$ cat src/rtl/counter_tb_pkg.sv
// Shared definitions for the counter stimulus engine: mode codes, FSM encoding, LFSR constants.
// Latency: n/a (package only).
// Backpressure: n/a (package only).
package counter_tb_pkg;

    // Counter mode codes carried on the 'mode' bus
    localparam logic [1:0] MODE_UP    = 2'b00;
    localparam logic [1:0] MODE_DOWN  = 2'b01;
    localparam logic [1:0] MODE_DOWN3 = 2'b10;
    localparam logic [1:0] MODE_LOAD  = 2'b11;

    // Sequencer state encoding
    typedef logic [2:0] state_t;
    localparam state_t ST_IDLE  = 3'd0;
    localparam state_t ST_LOAD  = 3'd1;
    localparam state_t ST_UP    = 3'd2;
    localparam state_t ST_DOWN  = 3'd3;
    localparam state_t ST_DOWN3 = 3'd4;
    localparam state_t ST_HOLD  = 3'd5;
    localparam state_t ST_CHECK = 3'd6;
    localparam state_t ST_DONE  = 3'd7;

    // Right-shifting Galois LFSR for x^32 + x^22 + x^2 + x + 1
    localparam logic [31:0] LFSR_SEED = 32'hACE1_0001;
    localparam logic [31:0] LFSR_TAPS = 32'h8020_0003;

    function automatic logic [31:0] lfsr_step(input logic [31:0] cur);
        return cur[0] ? ((cur >> 1) ^ LFSR_TAPS) : (cur >> 1);
    endfunction

endpackage

$ cat src/rtl/counter_ref_model.sv
// Expected-value register for the 4-mode counter, fed with the tester's own drive.
// Latency: exp_q/exp_load reflect the drive sampled at the previous posedge (same edge as the counter).
// Backpressure: none; follows the drive every cycle.
module counter_ref_model
    import counter_tb_pkg::*;
#(
    parameter int WIDTH = 32
) (
    input  logic             clk,
    input  logic             reset,
    input  logic             enable_,
    input  logic [1:0]       mode,
    input  logic [WIDTH-1:0] D,
    output logic [WIDTH-1:0] exp_q,
    output logic             exp_load
);

    // Mirror the counter: clear when disabled, otherwise load/up/down/down-by-3 with natural wrap
    always_ff @(posedge clk or negedge reset) begin
        if (!reset) begin
            exp_q    <= '0;
            exp_load <= 1'b0;
        end else if (!enable_) begin
            exp_q    <= '0;
            exp_load <= 1'b0;
        end else begin
            exp_load <= (mode == MODE_LOAD);
            case (mode)
                MODE_UP:    exp_q <= exp_q + WIDTH'(1);
                MODE_DOWN:  exp_q <= exp_q - WIDTH'(1);
                MODE_DOWN3: exp_q <= exp_q - WIDTH'(3);
                default:    exp_q <= D;
            endcase
        end
    end

endmodule

$ cat src/rtl/counter_tester.sv
// Stimulus/checker engine: drives LOAD, UP, DOWN, DOWN3, HOLD phases into a counter and counts Q/load mismatches.
// Latency: drive registered 1 cycle after start; DUT result checked 1 cycle after it is registered; done 4*PHASE_LEN+3 cycles after start.
// Backpressure: none; start is a level sampled only in IDLE. Build option COUNTER_TESTER_LFSR_EN takes LOAD data from an LFSR.
module counter_tester
    import counter_tb_pkg::*;
#(
    parameter int               WIDTH      = 32,
    parameter int               PHASE_LEN  = 4,
    parameter logic [WIDTH-1:0] LOAD_VALUE = WIDTH'(5)
) (
    input  logic             clk,
    input  logic             reset,
    input  logic             start,
    output logic             enable_,
    output logic [1:0]       mode,
    output logic [WIDTH-1:0] D,
    input  logic [WIDTH-1:0] Q_dut,
    input  logic             load_dut,
    output logic             busy,
    output logic             done,
    output logic             pass,
    output logic [15:0]      err_count,
    output logic             err_flag
);

    localparam int CW = (PHASE_LEN > 1) ? $clog2(PHASE_LEN) : 1;

    state_t           state;
    state_t           state_nxt;
    logic [CW-1:0]    phase_cnt;
    logic             phase_last;
    logic             in_phase;
    logic             start_run;
    logic             chk_v;
    logic             mismatch;
    logic             err_hit;
    logic [WIDTH-1:0] load_data;
    logic [WIDTH-1:0] exp_q;
    logic             exp_load;

    assign phase_last = (phase_cnt == CW'(PHASE_LEN - 1));
    assign in_phase   = (state == ST_UP) || (state == ST_DOWN) ||
                        (state == ST_DOWN3) || (state == ST_HOLD);
    assign start_run  = (state == ST_IDLE) && start;

`ifdef COUNTER_TESTER_LFSR_EN
    logic [31:0] lfsr_q;

    // LFSR steps once per LOAD, after its current value has been driven
    always_ff @(posedge clk or negedge reset) begin
        if (!reset) begin
            lfsr_q <= LFSR_SEED;
        end else if (state == ST_LOAD) begin
            lfsr_q <= lfsr_step(lfsr_q);
        end
    end

    assign load_data = WIDTH'(lfsr_q);
`else
    assign load_data = LOAD_VALUE;
`endif

    // Phase sequencing; start is only honoured from IDLE, and DONE waits for start to drop
    always_comb begin
        state_nxt = state;
        case (state)
            ST_IDLE:  if (start)      state_nxt = ST_LOAD;
            ST_LOAD:                  state_nxt = ST_UP;
            ST_UP:    if (phase_last) state_nxt = ST_DOWN;
            ST_DOWN:  if (phase_last) state_nxt = ST_DOWN3;
            ST_DOWN3: if (phase_last) state_nxt = ST_HOLD;
            ST_HOLD:  if (phase_last) state_nxt = ST_CHECK;
            ST_CHECK:                 state_nxt = ST_DONE;
            ST_DONE:  if (!start)     state_nxt = ST_IDLE;
            default:                  state_nxt = ST_IDLE;
        endcase
    end

    // State register and per-phase cycle counter (restarts on every state change)
    always_ff @(posedge clk or negedge reset) begin
        if (!reset) begin
            state     <= ST_IDLE;
            phase_cnt <= '0;
        end else begin
            state <= state_nxt;
            if (state_nxt != state) begin
                phase_cnt <= '0;
            end else if (in_phase) begin
                phase_cnt <= phase_cnt + CW'(1);
            end
        end
    end

    // Registered drive decoded from the next state so it lines up with the state register
    always_ff @(posedge clk or negedge reset) begin
        if (!reset) begin
            enable_ <= 1'b0;
            mode    <= MODE_UP;
            D       <= '0;
            busy    <= 1'b0;
        end else begin
            enable_ <= 1'b0;
            mode    <= MODE_UP;
            D       <= '0;
            busy    <= (state_nxt != ST_IDLE) && (state_nxt != ST_DONE);
            case (state_nxt)
                ST_LOAD: begin
                    enable_ <= 1'b1;
                    mode    <= MODE_LOAD;
                    D       <= load_data;
                end
                ST_UP: begin
                    enable_ <= 1'b1;
                    mode    <= MODE_UP;
                end
                ST_DOWN: begin
                    enable_ <= 1'b1;
                    mode    <= MODE_DOWN;
                end
                ST_DOWN3: begin
                    enable_ <= 1'b1;
                    mode    <= MODE_DOWN3;
                end
                default: ;
            endcase
        end
    end

    counter_ref_model #(
        .WIDTH (WIDTH)
    ) u_ref (
        .clk      (clk),
        .reset    (reset),
        .enable_  (enable_),
        .mode     (mode),
        .D        (D),
        .exp_q    (exp_q),
        .exp_load (exp_load)
    );

    assign mismatch = (Q_dut != exp_q) || (load_dut != exp_load);
    assign err_hit  = chk_v && mismatch;

    // Compare window opens one edge after the LOAD drive and closes on the edge entering DONE
    always_ff @(posedge clk or negedge reset) begin
        if (!reset) begin
            chk_v <= 1'b0;
        end else if (state == ST_LOAD) begin
            chk_v <= 1'b1;
        end else if (state == ST_CHECK) begin
            chk_v <= 1'b0;
        end
    end

    // Mismatch accounting and verdict; CHECK's edge still carries the final compare
    always_ff @(posedge clk or negedge reset) begin
        if (!reset) begin
            err_count <= '0;
            err_flag  <= 1'b0;
            done      <= 1'b0;
            pass      <= 1'b0;
        end else begin
            err_flag <= err_hit;
            if (start_run) begin
                err_count <= '0;
                done      <= 1'b0;
                pass      <= 1'b0;
            end else begin
                if (err_hit && (err_count != 16'hFFFF)) begin
                    err_count <= err_count + 16'd1;
                end
                if (state == ST_CHECK) begin
                    done <= 1'b1;
                    pass <= (err_count == 16'd0) && !err_hit;
                end
            end
        end
    end

endmodule

$ cat config.mk
export PLATFORM = sky130hd
export DESIGN_NAME = counter_tester
export DESIGN_NICKNAME = d
export VERILOG_FILES = /design/src/rtl/counter_tb_pkg.sv /design/src/rtl/counter_ref_model.sv /design/src/rtl/counter_tester.sv
export SDC_FILE = /design/constraint.sdc
export NUM_CORES = 1
export LEC_CHECK = 0
export CAP_MARGIN = 20
export CORE_UTILIZATION = 50
export DETAILED_ROUTE_END_ITERATION = 10
export DONT_BUFFER_PORTS = 1
export PLACE_DENSITY = 0.66
export SYNTH_ARGS = -nofsm -noshare
export SYNTH_HDL_FRONTEND = slang
export SYNTH_SLANG_ARGS = --single-unit
$ cat constraint.sdc
create_clock -name clk -period 4.4 [get_ports clk]
set_input_delay 0.44 -clock clk [delete_from_list [all_inputs] [get_ports clk]]
set_output_delay 0.44 -clock clk [all_outputs]
set_load 0.05 [all_outputs]
==> results of run 1 <==
-- cell usage after synthesis, types with 4 or more instances --
| cell | instances | share of area |
|---|---|---|
| a21o_1 | 16 | 0.024 |
| nand3_1 | 12 | 0.012 |
| inv_1 | 19 | 0.014 |
| nand2_1 | 38 | 0.028 |
| and2_1 | 5 | 0.0062 |
| nor4_1 | 10 | 0.012 |
| a211oi_1 | 5 | 0.0074 |
| nor3_2 | 6 | 0.012 |
| nand4_1 | 17 | 0.021 |
| nor3_1 | 13 | 0.013 |
| nor3b_1 | 4 | 0.0060 |
| a31oi_1 | 4 | 0.0050 |
| ha_1 | 43 | 0.11 |
| xnor2_1 | 25 | 0.043 |
| nor2_1 | 63 | 0.047 |
| and3_1 | 7 | 0.0087 |
| clkbuf_1 | 17 | 0.013 |
| nor4b_1 | 5 | 0.0087 |
| nor2b_1 | 4 | 0.0050 |
| dfrtp_1 | 63 | 0.31 |
| o22ai_1 | 5 | 0.0062 |
| o21a_1 | 6 | 0.0089 |
| o21ai_0 | 16 | 0.016 |
| o21bai_1 | 6 | 0.0089 |
| a21oi_1 | 50 | 0.050 |
| buf_4 | 31 | 0.046 |
| xor2_1 | 47 | 0.082 |
-- worst min-delay path by stage --
stage,to,slack (ns),startpoint
floorplan,D[0],0.14,reset
global placement,u_ref.exp_q[6],0.15,reset
detailed placement,u_ref.exp_q[7],0.15,reset
CTS,enable_,0.26,start
global route,busy,0.28,start
finish,enable_,0.27,start
-- routing by layer --
metal,share of wire,GRT usage,wire length [um]
met1,0.44,0.308,5270
met2,0.46,0.389,5570
met3,0.064,0.0554,765
met4,0.034,0.126,411
met5,0,0,0
-- placed cells by master (no fill, tap or decap), types with 3 or more instances in the layout --
| cell | count |
|---|---|
| nor3_2 | 6 |
| nor4b_1 | 5 |
| buf_4 | 6 |
| a21o_1 | 16 |
| nor3_1 | 13 |
| o21a_1 | 6 |
| clkbuf_8 | 10 |
| inv_1 | 19 |
| nand2_1 | 38 |
| nand4_1 | 17 |
| xor2_1 | 47 |
| and2_1 | 5 |
| o21ai_0 | 16 |
| nor4_1 | 10 |
| o21bai_1 | 6 |
| a31oi_1 | 4 |
| nand2b_1 | 3 |
| nor2b_1 | 4 |
| and3_1 | 7 |
| ha_1 | 43 |
| nor2_1 | 63 |
| dfrtp_1 | 63 |
| conb_1 | 30 |
| o211ai_1 | 3 |
| nand3_1 | 12 |
| xnor2_1 | 25 |
| o22ai_1 | 5 |
| or3_1 | 3 |
| a21oi_1 | 50 |
| nor3b_1 | 4 |
| a211oi_1 | 5 |
-- state kept, by name, indices dropped and copies added, names as in the netlist --
register	count
err_count	16
mode	2
busy	1
err_flag	1
chk_v	1
enable_	1
phase_cnt	2
u_ref.exp_q	32
pass	1
u_ref.exp_load	1
done	1
state	3
D	1
-- kinds of logic after synthesis --
kind of cell / count (synthesis) / synth area share
multiplexers: 2 / 0.00397
XOR/XNOR: 72 / 0.125
AO/OA/AOI/OAI: 131 / 0.167
other: 1 / 0.000744
buffers and inverters: 73 / 0.0782
adder cells (fa/ha/maj): 44 / 0.111
flip-flops: 63 / 0.313
AND/OR/NAND/NOR: 198 / 0.202
-- area by class of cell --
type	instances	area share
Clock buffer	11	0.0267
Clock inverter	4	0.0132
Tap cell	133	0.0314
Inverter	21	0.0149
Sequential cell	63	0.298
Timing Repair Buffer	8	0.0156
Multi-Input combinational cell	477	0.600
-- what timing repair did --
action,4_1_cts,5_1_grt
setup buffers,0,0
hold buffers,2,0
hold endpoints to repair,63,0
endpoints found under the setup margin,0,0
-- through the flow --
stage / hold WS (ns) / cells / worst slack [ns] / utilization
after floorplan: 0.144 / 613 / 0.793 / -
after global placement: 0.146 / 700 / 0.877 / 0.516
after detailed placement: 0.146 / 700 / 0.758 / 0.516
after CTS: 0.261 / 717 / 0.741 / 0.542
after global routing: 0.280 / 717 / 0.465 / 0.542
final: 0.275 / 717 / 0.768 / 0.542
==> flow_metrics.tcl, run 1 <==
set metrics [dict create \
    drcViolationCount 0 \
    drive_above_1_share 0.0668 \
    ios 91 \
    io_buffers 0 \
    rsz0062_at_grt "false" \
    cp_num_buf_inv 4 \
    grt_pass1_wl_mm 19.1 \
    r2r_end "u_ref.exp_q[28]" \
    hp-class "input pin to register" \
    clock-sinks 63 \
    antenna_found_initial 0 \
    path_class "register to register" \
    globalplace.congestion 0.898 \
    hold_depth 2 \
    n_fill_cell 932 \
    grt_use_total 0.244 \
    ys_ff_latch 63 \
    worst_clock_skew_ns 0.0118 \
    critPathCapture "u_ref.exp_q[28]" \
    cp.depth 13 \
    nets 660 \
    required_ns 4.66 \
    synth-edff-count 0 \
    setup_viol 0 \
    reg2regPathDepth 13 \
    synth_area_um2 5040 \
    rows 36 \
    synth_cell_types 57 \
    drt_iter0_markers 191 \
    fp.coreArea_um2 9770 \
    startpoint "mode[1]" \
    synthArstFlopShare 1.00 \
    wl_per_cell_um 16.8 \
    drtAntennaViolNets 0 \
    vias_per_cell 5.72 \
    max_freq_ghz 0.275 \
    synth_ff_type "dfrtp_1" \
    cp-start-kind "register" \
    period_share 0.826 \
    grt_pass1_vias 3880 \
    ctsLongestPathBuffers 2 \
    seqCellArea_um2 1580 \
    h-tree-depth 3 \
    syn_inst 584 \
    reg2reg_from "mode[1]" \
    cts_buffers 9 \
    cap_violations 0 \
    min_period_ns 3.63 \
    antenna_cells 0 \
    grt_start_max_net_pins 64 \
    slowest_stage "or4_1" \
    syn_to_final_growth_pct 5.04 \
    final-max-slew-violation-count 0 \
    synth_warnings 0 \
    synth-seq-area-share 0.313 \
    cts_tree "built" \
    tightest_slew_ns 0.950 \
    cts-root-buf "clkbuf_8" \
    endpoint_kind "register" \
    cpPeakStageDelay_ns 0.42 \
    gr-total-overflow 0 \
    place_hpwl_mm 9.09 \
    crit_chain "buf_4 -> inv_1 -> ha_1 -> inv_1 -> buf_4 -> ha_1 -> nand4_1 -> nor3_1 -> o21ai_1 -> o21ai_1 -> a211oi_1 -> or4_1 -> a21oi_1" \
    dpl_cell_area_um2 5040 \
    slew_headroom 0.367 \
    reg2reg_slack_ns 0.77 \
    die_h_um 102 \
    cp_max_fo 14 \
    clock_latency_ns 0.36 \
    drtPass1Iterations 4 \
    critical_path.top_delay_family "buffers and inverters" \
    multi_input_area_um2 3180 \
    hold_viol_final 0 \
    die-area_um2 10500 \
    via_count 4100 \
    crit_arrival_ns 3.89 \
    outcome "finished, final reports clean" \
    ctsResizeCount 0 \
    cts.clk_slew.worst_paths_ns 0.07 \
    routed_wl_mm 12.0 \
    die_x_um 102 \
    syn_area_per_cell_um2 8.63 \
    tns_ns 0 \
    initial_core_util 0.516 \
    fin_area_um2 5290 \
]
Power of run 1 is left out: the tool's default activity adds up to more than one toggle a clock period on the data nets, which glitch-free logic cannot reach.
==> run 2: changes to the inputs <==
--- a/config.mk
+++ b/config.mk
@@ -9,7 +9,7 @@
 export CORE_UTILIZATION = 50
 export DETAILED_ROUTE_END_ITERATION = 10
 export DONT_BUFFER_PORTS = 1
-export PLACE_DENSITY = 0.66
+export PLACE_DENSITY = 0.69
 export SYNTH_ARGS = -nofsm -noshare
 export SYNTH_HDL_FRONTEND = slang
 export SYNTH_SLANG_ARGS = --single-unit
==> constraint.sdc (replaced) <==
create_clock -name clk -period 3.2 [get_ports clk]
set_input_delay 0.32 -clock clk [delete_from_list [all_inputs] [get_ports clk]]
set_output_delay 0.32 -clock clk [all_outputs]
set_load 0.05 [all_outputs]
==> run 2 against run 1 <==
  * Flip-flop and latch count did not move
  * Core utilization rose by 1.4 points
  * Routed wire length rose by 0.77%
  * Final cell count rose by 2.1%
==> flow_metrics.tcl, run 2 (same netlist as run 1, synthesis figures left out) <==
set metrics [dict create \
    path_class "register to register" \
    stdcell_count 732 \
    h-tree-depth 3 \
    final_common_cell "nor2_1" \
    drt_iter0_markers 188 \
    top_register "u_ref.exp_q" \
    largest_reg_flops 32 \
    seqCellArea_um2 1580 \
    hp-class "input pin to register" \
    drtPass1Iterations 4 \
    min_period_ns 3.07 \
    endpoint_kind "register" \
    die_x_um 102 \
    initial_core_util 0.516 \
    wl_per_cell_um 16.5 \
    grt_start_max_net_pins 64 \
    crit_arrival_ns 3.34 \
    final_cell_mix "nor2_1, dfrtp_1, a21oi_1, xor2_1, ha_1" \
    die_h_um 102 \
    cts_tree "built" \
    final-max-slew-violation-count 0 \
    layout_setup_ws_ns 0.132 \
    cp-start-kind "register" \
    crit_chain "ha_4 -> clkinvlp_4 -> buf_4 -> ha_1 -> nand4_1 -> a211oi_2 -> nor3_1 -> o2111ai_1 -> nand4_1 -> a21o_1 -> a21oi_1" \
    grt_pass1_vias 4067 \
    grt_use_total 0.244 \
    setup_viol 0 \
    worst_clock_skew_ns 0.0123 \
    hold_viol_final 0 \
    top_regs "u_ref.exp_q: 32 flops, err_count: 16 flops, state: 3 flops" \
    drcViolationCount 0 \
    routed_wl_mm 12.1 \
    place_hpwl_mm 9.23 \
    postCtsSetupBuffers 0 \
    cap_violations 0 \
    syn_to_final_growth_pct 7.85 \
    die-area_um2 10500 \
    cts_buffers 9 \
    outcome "finished, final reports clean" \
    antenna_found_initial 0 \
    cp_max_fo 15 \
    io_buffers 0 \
    required_ns 3.48 \
    fp.coreArea_um2 9770 \
    vias_per_cell 5.68 \
    slowest_stage "o2111ai_1" \
    cts.clk_slew.worst_paths_ns 0.09 \
    grt_pass1_wl_mm 19.5 \
    r2r_end "u_ref.exp_q[30]" \
    startpoint "mode[0]" \
    cpMostUsedCell "nand4_1" \
    postLayoutCoreUtil 0.556 \
    reg2regPathDepth 11 \
    rows 36 \
    ctsLongestPathBuffers 2 \
    cts-root-buf "clkbuf_8" \
    clock_latency_ns 0.36 \
    tightest_slew_ns 0.927 \
    via_count 4155 \
    gr-total-overflow 0 \
    period_share 0.959 \
    hold_ws_ns 0.152 \
    placedCellCount 714 \
    drtAntennaViolNets 0 \
    cpPeakStageDelay_ns 0.44 \
    n_fill_cell 939 \
    post-place-ws_ns 0.0965 \
    reg2reg_from "mode[0]" \
    nets 674 \
    antenna_cells 0 \
    holdCritStartpoint "start" \
    reg2reg_slack_ns 0.13 \
    drive_above_1_share 0.112 \
    rsz0062_at_grt "true" \
    ios 91 \
    clock-sinks 63 \
    globalplace.congestion 0.893 \
    multi_input_area_um2 3230 \
    max_freq_ghz 0.326 \
    slew_headroom 0.382 \
    critPathCapture "u_ref.exp_q[30]" \
]
[run 2: changes by cell type in the layout (fill, tap and decap cells not counted), sizes merged]
| cell | previous run | this run |
|---|---|---|
| buf | 7 | 21 |
| bufinv | 2 | 0 |
| clkinvlp | 0 | 2 |
| inv | 20 | 22 |
| clkbuf | 11 | 10 |
[run 2: worst min path at each step]
stage               depth (start not counted)  slack (ns)              to
finish                                      2        0.15         enable_
global route                                2        0.16            busy
CTS                                         2        0.14         enable_
detailed placement                          0        0.03  u_ref.exp_q[6]
global placement                            0        0.03  u_ref.exp_q[6]
floorplan                                   0        0.02            D[0]
[run 2: worst max-delay path, delay by kind of cell (launching register included)]
kind            cells  cell delay (ns)
buf+inv             2             0.37
flops               1             0.43
fa+ha+maj           2             0.69
compound gates      4             1.00
simple gates        3             0.51
[run 2: metal layers]
metal | up-vias | wire (um) | GRT usage
li1 | 2026 | - | -
met1 | 1969 | 5150 | 0.295
met2 | 133 | 5850 | 0.419
met3 | 27 | 780 | 0.0616
met4 | 0 | 317 | 0.0901
met5 | - | 0 | 0
[run 2: metrics by stage]
| stage | cell area (um^2) | setup TNS (ns) |
|---|---|---|
| 6_report | 5440 | 0 |
| 5_1_grt | 5440 | -0.284 |
| 4_1_cts | 5410 | 0 |
| 3_5_place_dp | 5190 | 0 |
| 3_3_place_gp | 5190 | 0 |
| 2_1_floorplan | 5190 | -0.663 |
[run 2: what timing repair did]
item	CTS	global route
hold endpoints to repair	63	0
hold buffers	2	0
endpoints found under the setup margin	0	10
resized for setup	0	8
[run 2: cell type report]
cell class	count	share of cell area
tap	133	0.0306
multi-input combinational	477	0.594
clock buffer	10	0.0253
inverter	21	0.0152
sequential	63	0.291
timing repair buffer	22	0.0345
clock inverter	6	0.00944
Power of run 2 is left out for the same reason.
==> run 3: changes to the inputs <==
--- a/config.mk
+++ b/config.mk
@@ -13,3 +13,4 @@
 export SYNTH_ARGS = -nofsm -noshare
 export SYNTH_HDL_FRONTEND = slang
 export SYNTH_SLANG_ARGS = --single-unit
+export TNS_END_PERCENT = 50
==> run 3 against run 2 <==
  * Die area unchanged
  * Core utilization up 0.064 points
  * Global-route usage up 0.40 points
  * Critical endpoint is now u_ref.exp_q[22]
  * Critical path type unchanged
  * Largest cell class unchanged
  * Via count shrank 0.79%
  * Routed wire length is 0.79% higher
  * Critical path depth rose by 1
  * Register-to-register slack about the same
  * Clock skew up 0.0038 ns
  * Final cell count unchanged
  * Worst setup slack gained 0.0031 ns
  * Sequential share of layout area barely moved
  * First-iteration DRC count rose by 20%
==> flow_metrics.tcl, run 3 (same netlist as run 1, synthesis figures left out) <==
set metrics [dict create \
    outcome "finished, final reports clean" \
    nets 674 \
    top_regs "u_ref.exp_q: 32 flops, err_count: 16 flops, state: 3 flops" \
    io_buffers 0 \
    final-max-slew-violation-count 0 \
    wl_per_cell_um 16.7 \
    antenna_cells 0 \
    cts_tree "built" \
    initial_core_util 0.516 \
    grt_use_total 0.248 \
    routed_wl_mm 12.2 \
    cp-start-kind "register" \
    fp.coreArea_um2 9770 \
    cap_violations 0 \
    largest_reg_flops 32 \
    cp_max_fo 15 \
    final_cell_mix "nor2_1, dfrtp_1, a21oi_1, xor2_1, ha_1" \
    antenna_found_initial 0 \
    min_period_ns 3.06 \
    rsz0062_at_grt "true" \
    place_hpwl_mm 9.15 \
    grt_start_max_net_pins 64 \
    grt_pass1_vias 4003 \
    cp_num_buf_inv 3 \
    clock-sinks 63 \
    ios 91 \
    cts.clk_slew.worst_paths_ns 0.08 \
    hold_ws_ns 0.169 \
    hold_viol_final 0 \
    drt_iter0_markers 225 \
    cts-root-buf "clkbuf_8" \
    via_count 4122 \
    drtAntennaViolNets 0 \
    critical_path.top_delay_family "compound AO/OA/AOI/OAI gates" \
    multi_input_area_um2 3220 \
    final_common_cell "nor2_1" \
    max_freq_ghz 0.326 \
    endpoint_kind "register" \
    grt_pass1_wl_mm 19.6 \
    clock_latency_ns 0.36 \
    tightest_slew_ns 0.957 \
    hp-class "input pin to register" \
    h-tree-depth 3 \
    rows 36 \
    path_class "register to register" \
    die_h_um 102 \
    required_ns 3.44 \
    globalplace.congestion 0.947 \
    cts_buffers 9 \
    drtPass1Iterations 5 \
    crit_arrival_ns 3.31 \
    drive_above_1_share 0.110 \
    setup_viol 0 \
    cpPeakStageDelay_ns 0.44 \
    ctsLongestPathBuffers 2 \
    syn_to_final_growth_pct 7.97 \
    slew_headroom 0.362 \
    slowest_stage "nor4b_1" \
    period_share 0.958 \
    die_x_um 102 \
    drcViolationCount 0 \
    seqCellArea_um2 1580 \
    top_register "u_ref.exp_q" \
    cpMostUsedCell "buf_4" \
    n_fill_cell 892 \
    crit_chain "ha_4 -> clkinvlp_4 -> buf_4 -> ha_1 -> a21oi_1 -> o21ai_0 -> nor4b_1 -> o21ai_1 -> buf_4 -> a31oi_1 -> xor2_1 -> nor2_1" \
    vias_per_cell 5.63 \
    tns_ns 0 \
    worst_clock_skew_ns 0.0161 \
    die-area_um2 10500 \
    gr-total-overflow 0 \
]
==> run 3: layer usage <==
layer | wire length, um | GRT usage | up-vias | share of wire
met3 | 858 | 0.0588 | 30 | 0.070
met4 | 476 | 0.141 | 0 | 0.039
met1 | 5130 | 0.308 | 1932 | 0.42
met2 | 5740 | 0.396 | 128 | 0.47
met5 | 0 | 0 | - | 0
li1 | - | - | 2032 | -
==> run 3: repair_timing <==
item,in CTS,in global routing
hold endpoints to repair,63,0
hold buffers,2,0
endpoints found under the setup margin,0,9
resized for setup,0,6
buffers inserted,0,0
==> run 3: final timing paths <==
check | to | slack (ns) | cells after the start | start
min in group asynchronous | u_ref.exp_q[17] | 0.50 | 2 | reset
setup reg to reg | u_ref.exp_q[22] | 0.14 | 12 | mode[0]
hold reg to reg | phase_cnt[1] | 0.54 | 2 | phase_cnt[1]
setup / recovery | u_ref.exp_q[22] | 0.14 | 12 | mode[0]
hold / removal | busy | 0.17 | 2 | start
max in group asynchronous | mode[0] | 2.40 | 2 | reset
==> run 3: cell type report <==
type                    instances  share of cell area
repair buffers                 22              0.0345
flip-flops and latches         63               0.290
clock inverters                 7              0.0143
multi-input cells             477               0.593
clock buffers                   9              0.0228
inverters                      21              0.0152
well taps                     133              0.0306
==> run 3: metrics by stage <==
step | instance area (um^2) | std cells | util | setup slack [ns]
floorplan | 5190 | 613 | - | -0.167
detailed placement | 5190 | 714 | 0.531 | 0.0526
CTS | 5430 | 732 | 0.555 | 0.0393
global placement | 5190 | 714 | 0.531 | 0.0377
global route | 5440 | 732 | 0.557 | -0.0986
finish | 5440 | 732 | 0.557 | 0.135
Power of run 3 is left out for the same reason.
